`config.mk`:
```
export PLATFORM = sky130hd
export DESIGN_NAME = mem_stage_buffered
export DESIGN_NICKNAME = d
export VERILOG_FILES = /design/src/rtl/mem_stage_buffered_pkg.sv /design/src/rtl/mem_write_buffer.sv /design/src/rtl/mem_stage_buffered.sv
export SDC_FILE = /design/constraint.sdc
export NUM_CORES = 1
export LEC_CHECK = 0
export BUFFER_PORTS_ARGS = -buffer_cell sky130_fd_sc_hd__buf_4
export CORE_MARGIN = 2
export CORE_UTILIZATION = 50
export CTS_CLUSTER_SIZE = 40
export DETAILED_ROUTE_END_ITERATION = 12
export PLACE_DENSITY_LB_ADDON = 0.08
export SYNTH_ARGS = -nofsm -noshare
export SYNTH_HDL_FRONTEND = slang
export SYNTH_SLANG_ARGS = --single-unit
```
`constraint.sdc`:
```
create_clock -name clk -period 5.5 [get_ports clk]
set_clock_uncertainty 0.05 [all_clocks]
set_input_delay 0.825 -clock clk [delete_from_list [all_inputs] [get_ports clk]]
set_output_delay 0.825 -clock clk [all_outputs]
set_load 0.1 [all_outputs]
```
`src/rtl/mem_stage_buffered_pkg.sv`:
```
// Shared widths and FSM encoding for the buffered pipeline memory stage.
// The width defaults mirror the ISA-wide register and register-address sizes.
package mem_stage_buffered_pkg;

  localparam int LEN_REGISTER    = 32;
  localparam int LEN_REG_ADDRESS = 4;
  localparam int WBUF_DEPTH_DEF  = 4;

  typedef enum logic [1:0] {
    ST_IDLE    = 2'd0,
    ST_WR_REQ  = 2'd1,
    ST_RD_REQ  = 2'd2,
    ST_RD_DONE = 2'd3
  } mem_state_e;

endpackage

```
`src/rtl/mem_write_buffer.sv`:
```
// Posted-write FIFO holding {address, data} pairs until the external memory
// accepts them. DEPTH must be a power of two so that the pointers wrap naturally.
module mem_write_buffer #(
  parameter int DATA_W = 32,
  parameter int ADDR_W = 32,
  parameter int DEPTH  = 4
) (
  input  logic                     clk,
  input  logic                     rst,
  input  logic                     push,
  input  logic [ADDR_W-1:0]        push_addr,
  input  logic [DATA_W-1:0]        push_data,
  input  logic                     pop,
  output logic [ADDR_W-1:0]        head_addr,
  output logic [DATA_W-1:0]        head_data,
  output logic                     full,
  output logic                     empty,
  output logic [$clog2(DEPTH):0]   count
);

  localparam int PTR_W = $clog2(DEPTH);
  localparam int CNT_W = PTR_W + 1;
  localparam logic [CNT_W-1:0] DEPTH_CNT = CNT_W'(DEPTH);

  logic [ADDR_W-1:0] addr_mem [DEPTH];
  logic [DATA_W-1:0] data_mem [DEPTH];
  logic [PTR_W-1:0]  wr_ptr, rd_ptr;
  logic              do_push, do_pop;

  assign full      = (count == DEPTH_CNT);
  assign empty     = (count == '0);
  assign do_push   = push & ~full;
  assign do_pop    = pop & ~empty;
  assign head_addr = addr_mem[rd_ptr];
  assign head_data = data_mem[rd_ptr];

  // NOTE: the storage array is deliberately not reset; pointers and count
  // define which entries are valid, so clearing them is enough.
  always_ff @(posedge clk) begin
    if (do_push) begin
      addr_mem[wr_ptr] <= push_addr;
      data_mem[wr_ptr] <= push_data;
    end
  end

  // NOTE: state registers use non-blocking assignments so every flop samples
  // the pre-edge values of its neighbours.
  always_ff @(posedge clk) begin
    if (rst) begin
      wr_ptr <= '0;
      rd_ptr <= '0;
      count  <= '0;
    end else begin
      if (do_push) wr_ptr <= wr_ptr + 1'b1;
      if (do_pop)  rd_ptr <= rd_ptr + 1'b1;
      case ({do_push, do_pop})
        2'b10:   count <= count + 1'b1;
        2'b01:   count <= count - 1'b1;
        default: count <= count;
      endcase
    end
  end

endmodule

```
`src/rtl/mem_stage_buffered.sv`:
```
// Pipeline MEM stage in front of a multi-cycle req/ack data memory. Stores
// retire into a posted-write buffer; loads wait until all posted writes drain.
module mem_stage_buffered
  import mem_stage_buffered_pkg::*;
#(
  parameter int DATA_W     = LEN_REGISTER,
  parameter int ADDR_W     = LEN_REGISTER,
  parameter int REG_ADDR_W = LEN_REG_ADDRESS,
  parameter int WBUF_DEPTH = WBUF_DEPTH_DEF
) (
  input  logic                  clk,
  input  logic                  rst,
  input  logic                  freeze,
  input  logic                  mem_read_in,
  input  logic                  mem_write_in,
  input  logic                  wb_enable_in,
  input  logic [REG_ADDR_W-1:0] dest_reg_in,
  input  logic [DATA_W-1:0]     alu_result_in,
  input  logic [DATA_W-1:0]     store_data_in,
  output logic                  mem_read_out,
  output logic                  wb_enable_out,
  output logic [DATA_W-1:0]     alu_result_out,
  output logic [REG_ADDR_W-1:0] dest_reg_out,
  output logic [DATA_W-1:0]     memory_data_out,
  output logic [DATA_W-1:0]     result_out,
  output logic                  mem_ready,
  output logic                  ext_req,
  output logic                  ext_we,
  output logic [ADDR_W-1:0]     ext_addr,
  output logic [DATA_W-1:0]     ext_wdata,
  input  logic                  ext_ack,
  input  logic [DATA_W-1:0]     ext_rdata
);

  localparam int CNT_W = $clog2(WBUF_DEPTH) + 1;

  mem_state_e        state, state_nxt;
  logic [ADDR_W-1:0] rd_addr;
  logic [DATA_W-1:0] rd_q;
  logic              wbuf_full, wbuf_empty;
  logic [CNT_W-1:0]  wbuf_count;
  logic [ADDR_W-1:0] head_addr;
  logic [DATA_W-1:0] head_data;
  logic              load_op, store_op, advance, push, pop, start_read;

  // A simultaneous read+write is treated purely as a load.
  assign load_op  = mem_read_in;
  assign store_op = mem_write_in & ~mem_read_in;

  // NOTE: every combinational output gets a default before any branch, so no
  // path through the block can leave it unassigned and infer a latch.
  always_comb begin
    mem_ready = 1'b1;
    if (load_op)       mem_ready = (state == ST_RD_DONE);
    else if (store_op) mem_ready = ~wbuf_full;
  end

  assign advance    = mem_ready & ~freeze;
  assign push       = store_op & advance;
  assign pop        = (state == ST_WR_REQ) & ext_ack & ~wbuf_empty;
  assign start_read = (state == ST_IDLE) & (wbuf_count == '0) & mem_read_in;
  assign result_out = mem_read_in ? rd_q : alu_result_in;

  mem_write_buffer #(
    .DATA_W (DATA_W),
    .ADDR_W (ADDR_W),
    .DEPTH  (WBUF_DEPTH)
  ) u_wbuf (
    .clk       (clk),
    .rst       (rst),
    .push      (push),
    .push_addr (alu_result_in[ADDR_W-1:0]),
    .push_data (store_data_in),
    .pop       (pop),
    .head_addr (head_addr),
    .head_data (head_data),
    .full      (wbuf_full),
    .empty     (wbuf_empty),
    .count     (wbuf_count)
  );

  // Posted writes always drain before a read starts, keeping memory order.
  always_comb begin
    state_nxt = state;
    case (state)
      ST_IDLE: begin
        if (wbuf_count != '0) state_nxt = ST_WR_REQ;
        else if (mem_read_in) state_nxt = ST_RD_REQ;
      end
      ST_WR_REQ:  if (ext_ack) state_nxt = ST_IDLE;
      ST_RD_REQ:  if (ext_ack) state_nxt = ST_RD_DONE;
      ST_RD_DONE: if (!freeze) state_nxt = ST_IDLE;
      default:    state_nxt = ST_IDLE;
    endcase
  end

  assign ext_req   = (state == ST_WR_REQ) | (state == ST_RD_REQ);
  assign ext_we    = (state == ST_WR_REQ);
  assign ext_addr  = ext_we ? head_addr : rd_addr;
  assign ext_wdata = ext_we ? head_data : '0;

  always_ff @(posedge clk) begin
    if (rst) begin
      state   <= ST_IDLE;
      rd_addr <= '0;
      rd_q    <= '0;
    end else begin
      state <= state_nxt;
      if (start_read) rd_addr <= alu_result_in[ADDR_W-1:0];
      if ((state == ST_RD_REQ) && ext_ack) rd_q <= ext_rdata;
    end
  end

  // MEM/WB register: freeze holds everything, a stall inserts a bubble.
  always_ff @(posedge clk) begin
    if (rst) begin
      mem_read_out    <= 1'b0;
      wb_enable_out   <= 1'b0;
      alu_result_out  <= '0;
      dest_reg_out    <= '0;
      memory_data_out <= '0;
    end else if (freeze) begin
      mem_read_out    <= mem_read_out;
      wb_enable_out   <= wb_enable_out;
    end else if (advance) begin
      mem_read_out    <= mem_read_in;
      wb_enable_out   <= wb_enable_in;
      alu_result_out  <= alu_result_in;
      dest_reg_out    <= dest_reg_in;
      memory_data_out <= rd_q;
    end else begin
      mem_read_out    <= 1'b0;
      wb_enable_out   <= 1'b0;
    end
  end

endmodule

```
=== Word level (Yosys, flattened, before mapping) ===
Memory sizes are Yosys's and may differ from the RTL's. A register that Yosys moved wholly into a read port is not among the register bits.
Index checks and enable logic that the tools add are counted.

* Register bits after elaboration: 143
* Memories kept: 2
* Bits of input ports: 107
* Bits in read-only memories: 0
* Logic and storage cells: 68
* Output and inout bits: 169
* RAM bits: 256
* Latch bits: 0

* $add $sub $neg: 4
* Equal/unequal tests: 10
* Div/mod/pow operators: 0
* Mux-type cells: 20
* Reduce and logical (&&, ||, !) cells: 7
* Bitwise operators: 14
* Shift-type cells: 0
* Magnitude comparators: 0
* Multiply operators: 0

{| class="wikitable"
|+ Memories
! name !! words !! width !! read ports !! clocked after memory_dff !! write ports !! RTL line !! text
|-
| u_wbuf.addr_mem || 4 || 32 || 1 || 1 || 1 || mem_write_buffer.sv:25 || <nowiki>logic [ADDR_W-1:0] addr_mem [DEPTH];</nowiki>
|-
| u_wbuf.data_mem || 4 || 32 || 1 || 1 || 1 || mem_write_buffer.sv:26 || <nowiki>logic [DATA_W-1:0] data_mem [DEPTH];</nowiki>
|}

{| class="wikitable"
|+ Operators with widths
! cell !! count
|-
| 32-bit 2-to-1 mux || 3
|-
| 2-bit 2-to-1 mux || 9
|-
| 1-bit AND || 9
|-
| 2-bit one-hot mux with 4 select lines || 1
|-
| 2-bit equality test, second input constant || 3
|-
| 1-bit 2-to-1 mux || 6
|-
| 3-bit one-hot mux with 2 select lines || 1
|-
| 2-bit by 1-bit adder with 2-bit output, second input constant || 2
|-
| 2-bit by 1-bit equality test with 1-bit output, second input constant || 2
|-
| 2-bit inequality test, second input constant || 2
|-
| 1-bit inverter || 4
|-
| 4-bit AND reduction || 1
|-
| 3-bit by 1-bit adder with 3-bit output, second input constant || 1
|-
| 3-bit equality test, second input constant || 1
|-
| 3-bit logical NOT || 1
|-
| 3-bit by 2-bit inequality test with 1-bit output, second input constant || 1
|-
| 3-bit nonzero test || 1
|-
| 3-bit by 1-bit subtractor with 3-bit output, second input constant || 1
|-
| 2-bit logical NOT || 1
|-
| 2-bit by 1-bit inequality test with 1-bit output, second input constant || 1
|-
| 2-bit AND reduction || 1
|-
| 2-bit nonzero test || 1
|-
| 1-bit logical AND || 1
|-
| 1-bit bitwise OR || 1
|}

=== Logic depth before layout (Yosys ltp) ===
* Word-level depth: 9
* Gate-level depth with buffers: 10
* Gate-level depth less buffers: 9

=== Modules after synthesis ===
Synthesis repeated with hierarchy kept, for this count alone.

* Cells, all modules: 1,115
* Area total of the unflattened synthesis: 16,402.0 um^2

{| class="wikitable"
|+ By module, submodules not included
! module !! area an instance (um^2) !! instances !! sequential area each (um^2) !! cells each
|-
| mem_write_buffer || 9,785.6 || 1 || 7,867.5 || 388
|-
| mem_stage_buffered || 6,616.3 || 1 || 2,722.6 || 727
|}

=== Worst setup path before layout ===
No wires, ideal clock.

* Kind: input to register
* Start: in mem_read_in
* End: mem u_wbuf.addr_mem[0][0] (enable)
* Stages: 4
* Arrival time: 3.206 ns
* Required time: 5.021 ns
* Setup time: 0.429 ns
* Path slack: 1.815 ns
* Cells stage by stage: clkbuf_1 clkbuf_1 nor3b_1 and3_1

* Longest elaborated chain between the ends: 9

{| class="wikitable"
|+ Ends and longest elaborated chain
! what !! RTL line !! text
|-
| from (decl) || mem_stage_buffered.sv:14 || <nowiki>input logic mem_read_in,</nowiki>
|-
| 1-bit inverter || mem_stage_buffered.sv:48 || <nowiki>assign store_op = mem_write_in & ~mem_read_in;</nowiki>
|-
| 1-bit AND || mem_stage_buffered.sv:48 ||
|-
| 1-bit 2-to-1 mux || mem_stage_buffered.sv:55 || <nowiki>else if (store_op) mem_ready = ~wbuf_full;</nowiki>
|-
| 1-bit 2-to-1 mux || mem_stage_buffered.sv:54 || <nowiki>if (load_op) mem_ready = (state == ST_RD_DONE);</nowiki>
|-
| 1-bit AND || mem_stage_buffered.sv:58 || <nowiki>assign advance = mem_ready & ~freeze;</nowiki>
|-
| 1-bit AND * || mem_stage_buffered.sv:59 || <nowiki>assign push = store_op & advance;</nowiki>
|-
| 1-bit AND * || mem_write_buffer.sv:32 || <nowiki>assign do_push = push & ~full;</nowiki>
|-
| 1-bit 2-to-1 mux * || mem_write_buffer.sv:40 || <nowiki>if (do_push) begin</nowiki>
|-
| 1-bit 2-to-1 mux (implied by the code) * || mem_write_buffer.sv:41 || <nowiki>addr_mem[wr_ptr] <= push_addr;</nowiki>
|-
| to (decl) || mem_write_buffer.sv:25 ||
|}

Every way passes the cells marked *; elsewhere a longest branch is shown, timed or not.

==> impl_metrics.yaml <==
final_layout:
  antenna_cells: 0
  area_growth_pct: 23.55
  drive_above_1_share: 0.3548
  final_common_cell: "buf_4"
  nets: 1482
  nFillCells: 2522
  final_cell_mix: "284 x buf_4, 256 x edfxtp_1, 143 x dfxtp_1"
  fin_cells: 1840
clock_tree:
  cts_resized: 0
  postCtsHoldBufs: 0
  post_cts_buffers: 0
  cts_tree: "done"
  clock_sinks: 401
  clock_latency_ps: 530
  h-tree-depth: 2
  clockBufferDepth: 3
  numCtsBuffers: 42
  clkSlewWorstSetupHoldPaths_ps: 60
  root_buffer: "clkbuf_16"
synthesis:
  synth_cell_types: 38
  ys_ff_latch: 401
  yosysSeqAreaShare: 0.6518
  async_reset_ff_frac: 0
  synth_edf_count: 256
  syn_nets: 1231
  syn_avg_cell_area_um2: 14.60
  synth_top_cells_by_area: "edfxtp_1 47%, dfxtp_1 18%, mux4_2 8.9%, nand2b_1 5.3%, mux2_2 4.5%"
  yosysTopAreaCell: "edfxtp_1"
  synth_cells: 1113
  synth.top_cell.area_share: 0.4732
  synth_area_mm2: 0.01625
  yosysWarnings: 0
  synthFlopType: "edfxtp_1"
sta:
  max_freq_ghz: 0.2667
  rsz0062_at_grt: "false"
  slew_violations: 0
  setup-tns-final_ps: 0
  period_share: 0.6817
  hold_viol: 0
  worstMarginPinSlew_ps: 1140
  max_slew_margin: 0.2393
  fin_crit_ps: 3749
  setup_viol: 0
global_routing:
  grt_max_degree: 115
  grt_first_pass_wirelength_mm: 55.72
  use_met1: 0.2967
  track_usage: 0.2143
  grt_pass1_vias: 9818
  antenna_found_initial: 0
  grtUsageMet2: 0.3363
  overflow: 0
  grt.busiest_layer: "met2"
  met3_usage: 0.06303
place:
  dp_cells: 1762
  dp_hpwl_mm: 21.74
  port_buffers: 275
  gp_congestion: 0.7415
detailed_routing:
  wire_per_inst_um: 19.85
  ant_nets: 0
  firstDrtPassIters: 5
  routed_wl_mm: 36.53
  drc: 0
  avgViaCountPerCell: 5.299
  drt_iter0_markers: 561
  vias: 9750
critical_path:
  cp_max_fo: 38
  cp.required_ps: 4620
  crit_path_end_kind: "primary output"
  startpoint_type: "flop"
  crit_path_cell_trace: "buf_4 -> mux4_2 -> mux2_2 -> buf_4"
  path_class: "flop to primary output"
  rrSetupSlack_ps: 2520
  slowest_delay_ps: 890
  cp_data_arrival_time_ps: 2870
  path_common_cell: "buf_4"
  slowest_stage: "dfxtp_4"
die:
  num_rows: 66
  ios: 276
  start_util: 0.5032
  die_x_um: 184.3
  die_y_um: 184.3
  dieArea_mm2: 0.03395
  fp.coreArea_mm2: 0.03229
pwr:
  cellLeakagePower_nw: 7.264
  vdd_drop_max_mv: 0.3315
  p_per_area_mw_per_mm2: 435.9
run:
  maxCapViolCount: 0
hold_path:
  hold_class: "flop to flop"
outcome:
  outcome: "finished clean"
## metrics by stage
step	power (mW)	hold WS, ps	utilization	worst slack (ps)	area, µm²
finish	8.750	412.3	0.6217	1751	20070
global route	9.046	433.1	0.6217	1532	20070
detailed placement	6.022	406.5	0.5788	2205	18690
CTS	8.819	415.9	0.6217	1651	20070
floorplan	5.409	396.3	-	1815	16250
global placement	6.014	402.8	0.5788	2229	18690
## report_power, final
part           total, mW  switching, mW  internal (mW)
Sequential          3.39         0.0717           3.32
Combinational       2.55           1.95          0.605
Clock               2.80           1.14           1.67
## area by class of cell
class / count / area, µm² / share of cell area
clock buffers: 52 / 1182 / 0.05890
well taps: 442 / 553.0 / 0.02755
flip-flops and latches: 401 / 10600 / 0.5280
inverters: 9 / 33.78 / 0.001683
clock inverters: 26 / 202.7 / 0.01010
repair buffers: 285 / 2152 / 0.1072
multi-input cells: 625 / 5351 / 0.2666
## layer usage
layer | routed length, µm | vias to the layer above | part of all wire
met3 | 3135 | 49 | 0.086
li1 | - | 4576 | -
met4 | 568 | 0 | 0.016
met1 | 16340 | 4776 | 0.45
met2 | 16480 | 349 | 0.45
met5 | 0 | - | 0
## state kept, by name (all words and copies together) (netlist names), named ones only
signal / flops
u_wbuf.addr_mem: 128
u_wbuf.data_mem: 128
mem_read_out: 1
u_wbuf.wr_ptr: 2
alu_result_out: 32
rd_addr: 32
u_wbuf.rd_ptr: 2
memory_data_out: 32
dest_reg_out: 4
state: 2
rd_q: 32
u_wbuf.count: 3
wb_enable_out: 1
## cells by family (layout without fill, tap and decap cells)
group                    count (synthesis)  count (layout)  share of synthesized area
AO/OA/AOI/OAI                          112             112                    0.03650
buffers and inverters                   87             372                    0.02179
AND/OR/NAND/NOR                        301             301                     0.1030
flip-flops                             401             401                     0.6518
adder cells (fa/ha/maj)                 11              11                   0.008933
multiplexers                           198             198                     0.1763
XOR/XNOR                                 3               3                   0.001618
## synthesized netlist by cell type (2+ instances only)
| master | count |
|---|---|
| edfxtp_1 | 256 |
| dfxtp_1 | 145 |
| nand2b_1 | 138 |
| a21oi_1 | 71 |
| mux2i_1 | 69 |
| nand2_1 | 68 |
| mux2_2 | 65 |
| mux4_2 | 64 |
| clkbuf_1 | 59 |
| o21ai_0 | 35 |
| nand3_1 | 34 |
| and2_1 | 33 |
| buf_2 | 13 |
| ha_1 | 10 |
| nor2_1 | 10 |
| inv_1 | 9 |
| and3_1 | 4 |
| buf_1 | 3 |
| buf_4 | 3 |
| nor2b_1 | 3 |
| nor3b_1 | 2 |
| or3b_2 | 2 |
| xor2_1 | 2 |
## worst paths after layout
path | from | to | depth (start not counted)
worst min register to register | wb_enable_out | wb_enable_out | 2
worst max register to register | state[1] | u_wbuf.count[2] | 9
worst max-delay path | flop | ext_addr[21] | 4
worst min-delay path | wb_enable_out | wb_enable_out | 2
## worst max-delay path, delay by kind of cell (launching register included)
family,cells,cell delay [ps]
DFF,1,890
muxes,2,820
buffers and inverters,2,620
Power figures use the tool's default switching activity.
